### src/rtl/uart_bridge_pkg.sv
// Shared constants and state types for the UART-to-bus bridge.
package uart_bridge_pkg;

   localparam logic [7:0] OP_WRITE = 8'h00;
   localparam logic [7:0] OP_READ  = 8'h01;
   localparam logic [7:0] ACK_BYTE = 8'h06;
   localparam logic [7:0] NAK_BYTE = 8'h15;

   typedef enum logic [2:0] {
      CMD_IDLE,
      CMD_ADDR,
      CMD_DATA,
      CMD_BUS,
      CMD_RESP
   } cmd_state_e;

   typedef enum logic [1:0] {
      RX_IDLE,
      RX_START,
      RX_DATA,
      RX_STOP
   } rx_state_e;

endpackage

### src/rtl/bus_protocol_if.sv
// Simple 32-bit bus: bridge drives address/data/strobes, peripheral returns data and stall.
interface bus_protocol_if;
   logic [31:0] addr;
   logic [31:0] wdata;
   logic [31:0] rdata;
   logic [3:0]  strobe;
   logic        wen;
   logic        ren;
   logic        request_stall;

   modport protocol (output addr, wdata, strobe, wen, ren, input rdata, request_stall);
   modport peripheral (input addr, wdata, strobe, wen, ren, output rdata, request_stall);
endinterface

### src/rtl/uart_tx_byte.sv
// UART byte transmitter, 8N1; tx_done marks the last stop-bit cycle so a new byte can follow gaplessly.
module uart_tx_byte #(
   parameter int unsigned CLKDIV = 5208
) (
   input  logic       clk,
   input  logic       n_rst,
   input  logic [7:0] tx_byte,
   input  logic       tx_start,
   output logic       serial_out,
   output logic       tx_done
);
   localparam int unsigned CW = $clog2(CLKDIV + 1);

   logic          active_q, active_d;
   logic [9:0]    sh_q, sh_d;
   logic [CW-1:0] cnt_q, cnt_d;
   logic [3:0]    bit_q, bit_d;
   logic          load;

   always_ff @(posedge clk or negedge n_rst) begin
      if (!n_rst) begin
         active_q <= 1'b0;
         sh_q     <= '1;
         cnt_q    <= '0;
         bit_q    <= '0;
      end else begin
         active_q <= active_d;
         sh_q     <= sh_d;
         cnt_q    <= cnt_d;
         bit_q    <= bit_d;
      end
   end

   always_comb begin
      active_d = active_q;
      sh_d     = sh_q;
      cnt_d    = cnt_q;
      bit_d    = bit_q;
      tx_done  = 1'b0;
      load     = 1'b0;
      if (!active_q) begin
         load = tx_start;
      end else if (cnt_q == CW'(CLKDIV - 1)) begin
         cnt_d = '0;
         if (bit_q == 4'd9) begin
            tx_done = 1'b1;
            if (tx_start) load = 1'b1;
            else active_d = 1'b0;
         end else begin
            bit_d = bit_q + 4'd1;
            sh_d  = {1'b1, sh_q[9:1]};
         end
      end else begin
         cnt_d = cnt_q + 1'b1;
      end
      if (load) begin
         active_d = 1'b1;
         sh_d     = {1'b1, tx_byte, 1'b0};
         cnt_d    = '0;
         bit_d    = '0;
      end
   end

   assign serial_out = active_q ? sh_q[0] : 1'b1;

endmodule

### src/rtl/fpga_uart_bus_bridge.sv
// UART command packets -> one bus read/write -> ACK/NAK or read data back over UART.
// Define UART_BRIDGE_TIMEOUT_EN to abort partial packets after TIMEOUT_BITS idle bit times.
module fpga_uart_bus_bridge
   import uart_bridge_pkg::*;
#(
   parameter int unsigned FREQUENCY    = 50_000_000,
   parameter int unsigned BAUD_RATE    = 9600,
   parameter int unsigned ADDR_BYTES   = 4,
   parameter int unsigned DATA_BYTES   = 4,
   parameter int unsigned TIMEOUT_BITS = 32
) (
   input  logic                    clk,
   input  logic                    n_rst,
   input  logic                    serial_in,
   output logic                    serial_out,
   bus_protocol_if.protocol        bus_if,
   output logic                    frame_err,
   output logic                    busy
);
   localparam int unsigned CLKDIV = FREQUENCY / BAUD_RATE;
   localparam int unsigned HALF   = CLKDIV / 2;
   localparam int unsigned CW     = $clog2(CLKDIV + 1);

   logic [1:0]    sync_q;
   logic          rx_s, rx_prev_q;
   rx_state_e     rx_state_q, rx_state_d;
   logic [CW-1:0] rx_cnt_q, rx_cnt_d;
   logic [2:0]    rx_bit_q, rx_bit_d;
   logic [7:0]    rx_sh_q, rx_sh_d;
   logic          rx_valid, rx_ferr;

   assign rx_s = sync_q[1];

   always_ff @(posedge clk or negedge n_rst) begin
      if (!n_rst) begin
         sync_q     <= 2'b11;
         rx_prev_q  <= 1'b1;
         rx_state_q <= RX_IDLE;
         rx_cnt_q   <= '0;
         rx_bit_q   <= '0;
         rx_sh_q    <= '0;
      end else begin
         sync_q     <= {sync_q[0], serial_in};
         rx_prev_q  <= rx_s;
         rx_state_q <= rx_state_d;
         rx_cnt_q   <= rx_cnt_d;
         rx_bit_q   <= rx_bit_d;
         rx_sh_q    <= rx_sh_d;
      end
   end

   always_comb begin
      rx_state_d = rx_state_q;
      rx_cnt_d   = rx_cnt_q + 1'b1;
      rx_bit_d   = rx_bit_q;
      rx_sh_d    = rx_sh_q;
      rx_valid   = 1'b0;
      rx_ferr    = 1'b0;
      unique case (rx_state_q)
         RX_IDLE: begin
            rx_cnt_d = '0;
            if (rx_prev_q && !rx_s) rx_state_d = RX_START;
         end
         RX_START: if (rx_cnt_q == CW'(HALF - 1)) begin
            // A start bit that is high again at mid-bit was only a glitch
            rx_state_d = rx_s ? RX_IDLE : RX_DATA;
            rx_cnt_d   = '0;
            rx_bit_d   = '0;
         end
         RX_DATA: if (rx_cnt_q == CW'(CLKDIV - 1)) begin
            rx_cnt_d = '0;
            rx_sh_d  = {rx_s, rx_sh_q[7:1]};
            rx_bit_d = rx_bit_q + 3'd1;
            if (rx_bit_q == 3'd7) rx_state_d = RX_STOP;
         end
         RX_STOP: if (rx_cnt_q == CW'(CLKDIV - 1)) begin
            rx_valid   = rx_s;
            rx_ferr    = !rx_s;
            rx_state_d = RX_IDLE;
         end
         default: rx_state_d = RX_IDLE;
      endcase
   end

   cmd_state_e  state_q, state_d;
   logic        op_q, op_d;
   logic [1:0]  cnt_q, cnt_d;
   logic [31:0] addr_q, addr_d, wdata_q, wdata_d, rdata_q, rdata_d;
   logic        tx_start, tx_done, bad_op, timeout;
   logic [7:0]  tx_byte;

`ifdef UART_BRIDGE_TIMEOUT_EN
   localparam int unsigned TO_CYCLES = TIMEOUT_BITS * CLKDIV;
   logic [31:0] to_cnt_q;
   logic        in_window;
   assign in_window = (state_q == CMD_ADDR) || (state_q == CMD_DATA);
   assign timeout   = in_window && !rx_valid && (to_cnt_q == 32'(TO_CYCLES - 1));
   always_ff @(posedge clk or negedge n_rst) begin
      if (!n_rst) to_cnt_q <= '0;
      else if (!in_window || rx_valid || timeout) to_cnt_q <= '0;
      else to_cnt_q <= to_cnt_q + 32'd1;
   end
`else
   assign timeout = 1'b0;
`endif

   always_ff @(posedge clk or negedge n_rst) begin
      if (!n_rst) begin
         state_q <= CMD_IDLE;
         op_q    <= 1'b0;
         cnt_q   <= '0;
         addr_q  <= '0;
         wdata_q <= '0;
         rdata_q <= '0;
      end else begin
         state_q <= state_d;
         op_q    <= op_d;
         cnt_q   <= cnt_d;
         addr_q  <= addr_d;
         wdata_q <= wdata_d;
         rdata_q <= rdata_d;
      end
   end

   always_comb begin
      state_d  = state_q;
      op_d     = op_q;
      cnt_d    = cnt_q;
      addr_d   = addr_q;
      wdata_d  = wdata_q;
      rdata_d  = rdata_q;
      tx_start = 1'b0;
      tx_byte  = NAK_BYTE;
      bad_op   = 1'b0;
      unique case (state_q)
         CMD_IDLE: if (rx_valid) begin
            if (rx_sh_q == OP_WRITE || rx_sh_q == OP_READ) begin
               op_d    = rx_sh_q[0];
               cnt_d   = '0;
               addr_d  = '0;
               wdata_d = '0;
               state_d = CMD_ADDR;
            end else begin
               bad_op   = 1'b1;
               tx_start = 1'b1;
            end
         end
         CMD_ADDR, CMD_DATA: begin
            if (rx_ferr || timeout) begin
               tx_start = 1'b1;
               state_d  = CMD_IDLE;
            end else if (rx_valid) begin
               cnt_d = cnt_q + 2'd1;
               if (state_q == CMD_ADDR) begin
                  addr_d[{cnt_q, 3'b000} +: 8] = rx_sh_q;
                  if (cnt_q == 2'(ADDR_BYTES - 1)) begin
                     cnt_d   = '0;
                     state_d = op_q ? CMD_BUS : CMD_DATA;
                  end
               end else begin
                  wdata_d[{cnt_q, 3'b000} +: 8] = rx_sh_q;
                  if (cnt_q == 2'(DATA_BYTES - 1)) state_d = CMD_BUS;
               end
            end
         end
         CMD_BUS: if (!bus_if.request_stall) begin
            if (op_q) rdata_d = bus_if.rdata;
            // First response byte starts straight from the bus inputs
            tx_start = 1'b1;
            tx_byte  = op_q ? bus_if.rdata[7:0] : ACK_BYTE;
            cnt_d    = '0;
            state_d  = CMD_RESP;
         end
         CMD_RESP: begin
            tx_byte = rdata_q[{cnt_q + 2'd1, 3'b000} +: 8];
            if (tx_done) begin
               if (!op_q || cnt_q == 2'(DATA_BYTES - 1)) begin
                  state_d = CMD_IDLE;
               end else begin
                  cnt_d    = cnt_q + 2'd1;
                  tx_start = 1'b1;
               end
            end
         end
         default: state_d = CMD_IDLE;
      endcase
   end

   uart_tx_byte #(
      .CLKDIV (CLKDIV)
   ) u_tx (
      .clk        (clk),
      .n_rst      (n_rst),
      .tx_byte    (tx_byte),
      .tx_start   (tx_start),
      .serial_out (serial_out),
      .tx_done    (tx_done)
   );

   assign bus_if.addr   = addr_q;
   assign bus_if.wdata  = wdata_q;
   assign bus_if.strobe = 4'hF;
   assign bus_if.ren    = (state_q == CMD_BUS) && op_q;
   assign bus_if.wen    = (state_q == CMD_BUS) && !op_q;
   assign frame_err     = rx_ferr || bad_op || timeout;
   assign busy          = (state_q != CMD_IDLE);

endmodule
### src/flat_wrapper.sv
// flat-port wrapper written by rule: the top's interface ports become plain ports
module fpga_uart_bus_bridge_flat import uart_bridge_pkg::*;
#(
   parameter int unsigned FREQUENCY    = 50_000_000,
   parameter int unsigned BAUD_RATE    = 9600,
   parameter int unsigned ADDR_BYTES   = 4,
   parameter int unsigned DATA_BYTES   = 4,
   parameter int unsigned TIMEOUT_BITS = 32
)
  (clk, n_rst, serial_in, serial_out, frame_err, busy, bus_if_addr, bus_if_wdata, bus_if_strobe, bus_if_wen, bus_if_ren, bus_if_rdata, bus_if_request_stall);
  bus_protocol_if bus_if_i ();
  input  logic clk;
  input  logic n_rst;
  input  logic serial_in;
  output logic serial_out;
  output logic frame_err;
  output logic busy;
  output wire logic [$bits(bus_if_i.addr)-1:0] bus_if_addr;
  output wire logic [$bits(bus_if_i.wdata)-1:0] bus_if_wdata;
  output wire logic [$bits(bus_if_i.strobe)-1:0] bus_if_strobe;
  output wire logic [$bits(bus_if_i.wen)-1:0] bus_if_wen;
  output wire logic [$bits(bus_if_i.ren)-1:0] bus_if_ren;
  input wire logic [$bits(bus_if_i.rdata)-1:0] bus_if_rdata;
  input wire logic [$bits(bus_if_i.request_stall)-1:0] bus_if_request_stall;
  assign bus_if_addr = bus_if_i.addr;
  assign bus_if_wdata = bus_if_i.wdata;
  assign bus_if_strobe = bus_if_i.strobe;
  assign bus_if_wen = bus_if_i.wen;
  assign bus_if_ren = bus_if_i.ren;
  assign bus_if_i.rdata = bus_if_rdata;
  assign bus_if_i.request_stall = bus_if_request_stall;
  fpga_uart_bus_bridge #(.FREQUENCY(FREQUENCY), .BAUD_RATE(BAUD_RATE), .ADDR_BYTES(ADDR_BYTES), .DATA_BYTES(DATA_BYTES), .TIMEOUT_BITS(TIMEOUT_BITS)) u_core (.clk(clk), .n_rst(n_rst), .serial_in(serial_in), .serial_out(serial_out), .bus_if(bus_if_i), .frame_err(frame_err), .busy(busy));
endmodule
### config.mk
export PLATFORM = sky130hd
export DESIGN_NAME = fpga_uart_bus_bridge_flat
export DESIGN_NICKNAME = d
export VERILOG_FILES = /design/src/rtl/uart_bridge_pkg.sv /design/src/rtl/bus_protocol_if.sv /design/src/rtl/uart_tx_byte.sv /design/src/rtl/fpga_uart_bus_bridge.sv /design/src/flat_wrapper.sv
export SDC_FILE = /design/constraint.sdc
export NUM_CORES = 1
export LEC_CHECK = 0
export CAP_MARGIN = 5
export CORE_ASPECT_RATIO = 0.6
export CORE_MARGIN = 4
export CORE_UTILIZATION = 40
export DETAILED_ROUTE_END_ITERATION = 8
export SLEW_MARGIN = 20
export SYNTH_ARGS = -nofsm -noshare
export SYNTH_HDL_FRONTEND = slang
export SYNTH_HIERARCHICAL = 1
export SYNTH_SLANG_ARGS = --single-unit
export TNS_END_PERCENT = 1
### constraint.sdc
create_clock -name clk -period 10.1 [get_ports clk]
set_clock_uncertainty 0.15 [all_clocks]
set_input_delay 1.01 -clock clk [delete_from_list [all_inputs] [get_ports clk]]
set_output_delay 1.01 -clock clk [all_outputs]
set_load 0.02 [all_outputs]
-- Yosys cells after proc, flatten, opt, wreduce, memory -nomap -nowiden
Cells that the tools add are included.
- add/subtract/negate cells: 6
- multiply operators: 0
- div/mod/pow operators: 0
- magnitude comparators: 0
- equal/unequal tests: 32
- shifts and indexed selects: 3
- mux-type cells: 85
- bitwise logic cells: 1
- reduce and logical (&&, ||, !) cells: 28
- operators by type and width (kind ; number):
    $mux W32 ; 8
    $pmux W32 S2 ; 2
    $mux W13 ; 5
    $bwmux W32 ; 2
    $mux W10 ; 4
    $pmux W13 S3 ; 1
    $mux W3 ; 12
    $shift A8 B7 Y32 const A ; 1
    $shiftx A32 B6 Y8 ; 1
    $shiftx A8 B7 Y32 ; 1
    $mux W2 ; 15
    $add A13 B1 Y13 const B ; 2
    $eq A13 B13 Y1 const B ; 2
    $mux W1 ; 24
    $ne A2 B1 Y1 const B ; 11
    $mux W4 ; 4
    $mux W8 ; 2
    $pmux W2 S4 ; 2
    $pmux W8 S2 ; 1
    $eq A13 B12 Y1 const B ; 1
    $pmux W3 S4 ; 1
    $reduce_and A3 Y1 ; 4
    $reduce_and A6 Y1 ; 2
    $ne A2 B2 Y1 const B ; 5
    other kinds (29) ; 42
- bits in registers: 159
- bits in latches: 0
- memory bits (writable): 0
- bits in read-only memories: 0
- bits of input ports: 36
- output and inout port bits: 73
- word-level logic and storage cells: 171
- memories: 0

-- Longest topological paths before layout
Gate-level depths: netlist of the first run.
- depth after elaboration: 12
- gate-level depth with buffers: 16
- mapped depth without buffers: 12

-- Modules after synthesis
Netlist of the first run, hierarchy kept.
- modules (own cells, without submodules) (module ; instances ; cells each ; area an instance (µm²)):
    fpga_uart_bus_bridge ; 1 ; 563 ; 6113.4
    uart_tx_byte ; 1 ; 149 ; 1417.6

-- Worst setup path before layout of the first run
Ideal clock, no wire load.
- path kind: register to register
- start point: register u_core.u_tx.cnt_q[8]
- end point: register u_core.u_tx.sh_q[4]
- arrival time: 3.320 ns
- path slack: 6.550 ns
- cell stages (with the launch flop): 16
- path buffers: 4
- period minus slack after synthesis: 3.550 ns
- cells stage by stage: dfrtp_1 or4b_4 or3_1 buf_6 clkbuf_1 nor3_1 nand3b_1 nor2_1 nor2_1 o21ai_0 clkbuf_1 nand4b_1 o41ai_1 clkbuf_1 nor2b_1 nor3_1
- longest elaborated chain between the ends: 11
- elaborated cells between the ends (all ways): 14
- those cells by class: eq/ne (2); mux (9); reduce/logical (3)
- ends and longest elaborated chain (what ; RTL line ; RTL):
    start: declaration ; uart_tx_byte.sv:16 ; logic [CW-1:0] cnt_q, cnt_d;
    start signal: assignment ; uart_tx_byte.sv:29 ; cnt_q <= cnt_d;
    $eq A13 B13 Y1 * ; uart_tx_byte.sv:43 ; end else if (cnt_q == CW'(CLKDIV - 1)) begin
    $mux W1 * ; uart_tx_byte.sv:43 ;
    $mux W1 * ; uart_tx_byte.sv:41 ; if (!active_q) begin
    net u_core.tx_done ; fpga_uart_bus_bridge.sv:89 ; logic tx_start, tx_done, bad_op, timeout;
    $mux W1 * ; fpga_uart_bus_bridge.sv:176 ; if (tx_done) begin
    $pmux W1 S4 * ; fpga_uart_bus_bridge.sv:135 ; unique case (state_q)
    net u_core.tx_start ; fpga_uart_bus_bridge.sv:89 ;
    $mux W1 ; uart_tx_byte.sv:47 ; if (tx_start) load = 1'b1;
    $mux W1 ; uart_tx_byte.sv:45 ; if (bit_q == 4'd9) begin
    $mux W1 ; uart_tx_byte.sv:43 ;
    $mux W1 * ; uart_tx_byte.sv:41 ;
    $ne A2 B2 Y1 (no line) or $reduce_bool A2 Y1 (tied branches) ; -- ;
    $reduce_and A3 Y1 (no line) ; -- ;
    end signal: assignment ; uart_tx_byte.sv:23 ; sh_q <= '1;
    end signal: assignment ; uart_tx_byte.sv:28 ; sh_q <= sh_d;
    end: declaration ; uart_tx_byte.sv:15 ; logic [9:0] sh_q, sh_d;
The timed path passes the listed nets; every way through them passes the cells marked *.
A chain may end at the register's enable or synchronous reset.

-- Final worst setup path of the first run
- start point: register u_core.rx_cnt_q[0]
- end point: output port frame_err
- longest elaborated chain between the ends: 6
- elaborated cells between the ends (all ways): 8
- those cells by class: eq/ne (1); mux (6); reduce/logical (1)
- ends and longest elaborated chain (what ; RTL line ; RTL):
    start: declaration ; fpga_uart_bus_bridge.sv:27 ; logic [CW-1:0] rx_cnt_q, rx_cnt_d;
    start signal: assignment ; fpga_uart_bus_bridge.sv:46 ; rx_cnt_q <= rx_cnt_d;
    $eq A13 B13 Y1 * ; fpga_uart_bus_bridge.sv:76 ; RX_STOP: if (rx_cnt_q == CW'(CLKDIV - 1)) begin
    $mux W1 ; fpga_uart_bus_bridge.sv:76 ;
    $mux W1 ; fpga_uart_bus_bridge.sv:59 ; unique case (rx_state_q)
    $mux W1 ; fpga_uart_bus_bridge.sv:136 ; CMD_IDLE: if (rx_valid) begin
    $mux W1 ; fpga_uart_bus_bridge.sv:135 ;
    $logic_or A1 B1 Y1 * ; fpga_uart_bus_bridge.sv:205 ; assign frame_err = rx_ferr || bad_op || timeout;
    end: declaration ; flat_wrapper.sv:16 ; output logic frame_err;
Every way passes the cells marked *; elsewhere a longest branch is shown, timed or not.

==> flow_summary.toml, run 1 <==
[cts]
cts_buffers = 17
clk_pin_slew_ps = 60
clockBufferDepth = 2
clockRootBuffer = "clkbuf_16"
insertion_delay_ps = 430
postCtsSetupRepairBufs = 0
cts.sinks = 158
cts_max_level = 4
cts_tree = "done"
hold_buffers = 0
cts.repair.resized = 0

[place]
dp_slack_ps = 6490
place_hpwl_um = 13100
io_buffers = 104
routabilityCongestion = 0.817

[power]
power_leakage_nw = 4.23
fin_total_pwr_mw = 1.58
worst_ir_drop_vdd_v = 0.000133
power.density_nw_per_um2 = 168

[floorplan]
die_y_um = 114
die-width_um = 185
coreArea_um2 = 18300
ios = 109
rows = 38
initial_core_util_pct = 41.2
dieArea_um2 = 21200

[finish]
multiInputGateArea_um2 = 3350
fin_nets = 858
drive_gt1_share_pct = 15.8
post-route-util_pct = 51.5
register_area_um2 = 3970
syn_to_final_growth_pct = 24.9
fill_cells = 1657
antenna_cells = 0

[worst_setup_path]
rrSetupSlack_ps = 6410
crit_family = "simple AND/OR/NAND/NOR gates"
endpoint_kind = "output pin"
crit_type = "reg2out"
crit_chain = "ha_1 > nor3b_2 > nand4_1 > nor2_1 > clkdlybuf4s50_1"
reg2reg_to = "u_core/u_tx/cnt_q[9]"
crit_slowest_cell = "clkdlybuf4s50_1"
worstRegToRegCells = 12
worstPathRequired_ps = 8940
crit_cells = 5
crit_path_end = "frame_err"
startpoint = "u_core/rx_cnt_q[0]"
crit_arrival_ps = 2680
cp_slowest_stage_delay_ps = 650
reg2reg_from = "u_core/u_tx/cnt_q[8]"
cp_max_fo = 9
setup.worst_path.start_class = "register"
critPathBufInv = 1

[synth]
synth-edff-count = 0
synthFlopType = "dfrtp_1"
synth_area_per_cell_um2 = 10.6
syn-cell-area_um2 = 7530
ys_seq_area_share_pct = 52.7
synth-seq-cells = 158
ys_warn_count = 6
synth_cells = 712
ys_types = 66
synth-async-reset-ratio_pct = 100

[global_routing]
grt_max_degree = 83
grt_pass1_vias = 5771
overflow = 0
grt_pass1_wl_um = 31300
antenna_found_initial = 0
grt_usage_pct = 18.9

[timing]
final_hold_viol_count = 0
tns_ps = 0
hold_ws_ps = 208
worst_pin_slew_ps = 1000
setup_violations = 0
period_share_pct = 38.0
timing.final.crit_period_ps = 3840
maxSlewHeadroom_pct = 33.2
slew_violations = 0
max_freq_ghz = 0.261
rsz0062_at_grt = "false"
worst_slack_ps = 6260

[detailed_routing]
drc = 0
drtIter0Drc = 402
drt-pass1-iter-count = 8
wirelength_um = 19000
ant_nets = 0
vias_per_cell = 5.36
vias = 5697
wl_per_cell_um = 17.9

[hold_path]
hold_class = "reg2reg"

[status]
outcome = "complete, no violations"

[job]
cap_violations = 0
## synthesized netlist by cell type, types with 8 or more instances
master | count | share of area, %
nor2_1 | 50 | 2.5
xor2_1 | 12 | 1.4
inv_1 | 23 | 1.1
clkbuf_1 | 22 | 1.1
xnor2_1 | 12 | 1.4
ha_1 | 12 | 2.0
nand4_1 | 9 | 0.75
and3_1 | 18 | 1.5
mux2_2 | 51 | 7.6
nor3_1 | 21 | 1.4
dfstp_2 | 12 | 4.2
a22o_1 | 19 | 2.2
and2_1 | 8 | 0.66
dfrtp_1 | 146 | 49
a21oi_1 | 24 | 1.6
nand3_1 | 12 | 0.80
o21ai_0 | 22 | 1.5
nand2_1 | 128 | 6.4
mux4_2 | 8 | 2.4
## worst min-delay path by stage
stage	from	to	slack, ps	cells past startpoint
2_1_floorplan	u_core/sync_q[0]	u_core/sync_q[1]	200	0
3_3_place_gp	u_core/sync_q[0]	u_core/sync_q[1]	200	0
3_5_place_dp	u_core/sync_q[0]	u_core/sync_q[1]	200	0
4_1_cts	u_core/sync_q[0]	u_core/sync_q[1]	210	0
5_1_grt	u_core/sync_q[0]	u_core/sync_q[1]	220	0
6_report	u_core/sync_q[0]	u_core/sync_q[1]	210	0
## final cells by class
class,instances,area share (%)
Clock buffer,20,4.86
Tap cell,240,3.19
Clock inverter,12,1.69
Multi-Input combinational cell,500,35.6
Timing Repair Buffer,109,11.5
Sequential cell,158,42.2
Inverter,24,0.958
## power by group
group          internal (mW)  switching (mW)  total (mW)
logic                 0.0945           0.122       0.216
clock network          0.403           0.266       0.669
registers              0.656          0.0418       0.698
## worst register-to-register path, stage by stage (launching register included)
cell and delay [ps]:
dfrtp_1 430, or4b_4 600, or3_1 630, nor3_1 290, nand3b_1 130, nor2_1 110
nor2_1 50, o21ai_0 100, buf_4 210, o2111ai_1 310, nor3_1 340, xnor2_1 160
nor2_1 60
## per-layer routing
| layer | share of wire [%] | global-route usage [%] | vias to the layer above |
|---|---|---|---|
| met2 | 42 | 25.5 | 172 |
| met5 | 0 | 0 | - |
| li1 | - | - | 2680 |
| met1 | 50 | 28.9 | 2830 |
| met3 | 6.5 | 6.25 | 15 |
| met4 | 0.93 | 4.94 | 0 |
## stage by stage
step	cells	area, um^2
after detailed placement	1031	8780
after global routing	1063	9400
after floorplan	715	7540
after global placement	1031	8770
final	1063	9400
after CTS	1063	9400
## flip-flops by register name, indices dropped and copies added (netlist names), named ones only
signal / cells
u_core/bus_if.addr: 32
u_core/bus_if.wdata: 32
u_core/rdata_q: 32
u_core/rx_cnt_q: 13
u_core/u_tx/cnt_q: 13
u_core/u_tx/sh_q: 9
u_core/rx_sh_q: 8
u_core/u_tx/bit_q: 4
u_core/rx_bit_q: 3
u_core/state_q: 3
u_core/cnt_q: 2
u_core/sync_q: 2
u_core/op_q: 1
u_core/rx_prev_q: 1
u_core/rx_state_q: 1
u_core/u_tx/active_q: 1
## layout by cell type, fill, tap and decap left out, types with 3 or more instances in the layout
| cell | count |
|---|---|
| nor4_1 | 3 |
| bufinv_16 | 3 |
| inv_1 | 23 |
| nand2_1 | 128 |
| nand3b_1 | 3 |
| clkdlybuf4s50_1 | 103 |
| and3_1 | 18 |
| nor2_1 | 50 |
| conb_1 | 4 |
| xnor2_1 | 12 |
| dfrtp_1 | 146 |
| o21ai_0 | 22 |
| mux4_2 | 8 |
| xor2_1 | 12 |
| nand3_1 | 12 |
| a21oi_2 | 6 |
| a21oi_1 | 24 |
| dfstp_2 | 12 |
| mux2_2 | 51 |
| buf_4 | 5 |
| nor2b_1 | 7 |
| clkinvlp_4 | 5 |
| nand4_1 | 9 |
| nor4_2 | 3 |
| o22ai_1 | 4 |
| clkbuf_16 | 17 |
| nor4bb_1 | 3 |
| a22o_1 | 19 |
| nand2b_1 | 7 |
| and2_1 | 8 |
| nor3_1 | 20 |
| o2bb2ai_1 | 4 |
| or3_1 | 6 |
| ha_1 | 12 |
## cell families (layout without fill, tap and decap cells)
group                      Yosys count  count (layout)  synth area share [%]
other                                1               4                0.0498
AOI/OAI and AO/OA                  103             103                  9.49
xor gates and xnor gates            24              24                  2.79
adders and majority gates           12              12                  1.99
muxes                               61              61                  10.3
buffers and inverters               57             165                  3.29
DFF                                158             158                  52.7
and+or+nand+nor                    296             296                  19.4
Note: power is estimated with default switching activity, not from simulation.
==> run 2, diff against run 1 <==
==> constraint.sdc (replaced) <==
create_clock -name clk -period 3.9 [get_ports clk]
set_clock_uncertainty 0.15 [all_clocks]
set_input_delay 0.39 -clock clk [delete_from_list [all_inputs] [get_ports clk]]
set_output_delay 0.39 -clock clk [all_outputs]
set_load 0.02 [all_outputs]
==> flow_summary.toml, run 2 (synthesis results as in run 1) <==
[timing]
tns_ps = 0
maxSlewHeadroom_pct = 31.6
rsz0062_at_grt = "false"
setup_violations = 0
worst_slack_ps = 326
period_share_pct = 91.6
worst_pin_slew_ps = 1020
slew_violations = 0
final_hold_viol_count = 0
max_freq_ghz = 0.280
timing.final.crit_period_ps = 3570

[global_routing]
grt_pass1_wl_um = 31500
grt_usage_pct = 19.0
antenna_found_initial = 0
grt_max_degree = 96
grt_pass1_vias = 5865
overflow = 0

[worst_setup_path]
crit_path_frequent_cell = "a21oi_1"
crit_family = "compound AO/OA/AOI/OAI gates"
crit_type = "reg2reg"
worstPathRequired_ps = 4040
crit_chain = "or3_1 > a21oi_1 > a21oi_1 > o21ai_0 > o2111ai_1 > nor3_1 > xnor2_1 > nor2_1"
endpoint_kind = "register"
cp_slowest_stage_delay_ps = 810
cp_max_fo = 14
crit_cells = 8
crit_arrival_ps = 3720
setup.worst_path.start_class = "register"
crit_slowest_cell = "o21ai_0"
critPathBufInv = 0
worstRegToRegCells = 8
startpoint = "u_core/state_q[0]"
reg2reg_from = "u_core/state_q[0]"

[floorplan]
dieArea_um2 = 21200
die_y_um = 114
rows = 38
coreArea_um2 = 18300
die-width_um = 185
ios = 109
initial_core_util_pct = 41.2

[detailed_routing]
ant_nets = 0
vias = 5796
drt-pass1-iter-count = 5
drc = 0
vias_per_cell = 5.40
drtIter0Drc = 469
wirelength_um = 19300
wl_per_cell_um = 18.0

[place]
routabilityCongestion = 0.803
dp_slack_ps = 363
placed_cell_area_um2 = 8860
io_buffers = 104
place_hpwl_um = 13500

[power]
power.share.combinational_pct = 15.4
power_leakage_nw = 4.27
p_clk_share_pct = 39.7
internal_power_mw = 2.89
worst_ir_drop_vdd_v = 0.000340
netSwitchingPower_mw = 1.09
p_seq_share_pct = 44.9
power.density_nw_per_um2 = 422
switching_share_pct = 27.4

[cts]
postCtsSetupRepairBufs = 0
hold_buffers = 1
cts_max_level = 4
cts_buffers = 17
clockRootBuffer = "clkbuf_16"
clockBufferDepth = 2
cts.sinks = 158
clk_pin_slew_ps = 60
cts_tree = "done"
insertion_delay_ps = 430
cts.repair.resized = 0

[finish]
fill_cells = 1655
layout_commonest_cell = "dfrtp_1"
drive_gt1_share_pct = 16.3
fin_nets = 868
layout_common_cells = "dfrtp_1, nand2_1, clkdlybuf4s50_1, mux2_2, nor2_1"
antenna_cells = 0
syn_to_final_growth_pct = 25.2
final_area_um2 = 9430

[hold_path]
worstHoldPathCells = 0
hold_class = "reg2reg"
min_from = "u_core/sync_q[0]"

[job]
cap_violations = 0

[status]
outcome = "complete, no violations"
==> run 2: worst reg2reg max path, cell delays in order (launching register included) <==
cell and delay, ps:
dfrtp_1 540, or3_1 520, a21oi_1 310, a21oi_1 120
o21ai_0 810, o2111ai_1 440, nor3_1 340, xnor2_1 150
nor2_1 50
==> run 2: path summary, 6_finish.rpt <==
kind	slack [ps]	endpoint
min in group asynchronous	460	u_core/bus_if.addr[24]
max in group asynchronous	2220	u_core/sync_q[1]
worst max register to register	330	u_core/u_tx/cnt_q[11]
worst min register to register	210	u_core/sync_q[1]
worst min-delay path	210	u_core/sync_q[1]
worst max-delay path	330	u_core/u_tx/cnt_q[11]
==> run 2: cell type report <==
type,instances,area (um^2),area share (%)
Clock buffer,22,474,5.03
Clock inverter,10,87.6,0.929
Inverter,24,90.1,0.956
Multi-Input combinational cell,500,3340,35.4
Sequential cell,158,3970,42.1
Tap cell,240,300,3.19
Timing Repair Buffer,119,1170,12.4
==> run 2: metrics by stage <==
stage	util [%]	power, mW	instances	hold slack, ps
CTS	51.6	4.03	1073	208
global route	51.6	4.18	1073	216
global placement	48.5	2.40	1040	201
finish	51.6	3.98	1073	207
floorplan	-	2.20	715	-55.6
detailed placement	48.5	2.43	1040	199
==> run 2: layer usage <==
metal  vias to the layer above  track usage [%]  part of all wire [%]
met5                         -                0                     0
met1                      2926             29.4                    51
met2                       151             26.0                    43
met4                         0             5.57                   1.1
met3                        15             4.98                   5.3
li1                       2704                -                     -
==> run 2: power by group through the flow <==
stage	sequential (mW)	combinational, mW	clock [mW]
detailed placement	1.81	0.613	0
global placement	1.81	0.594	0
floorplan	1.77	0.433	0
CTS	1.79	0.616	1.63
finish	1.79	0.614	1.58
global route	1.80	0.677	1.71
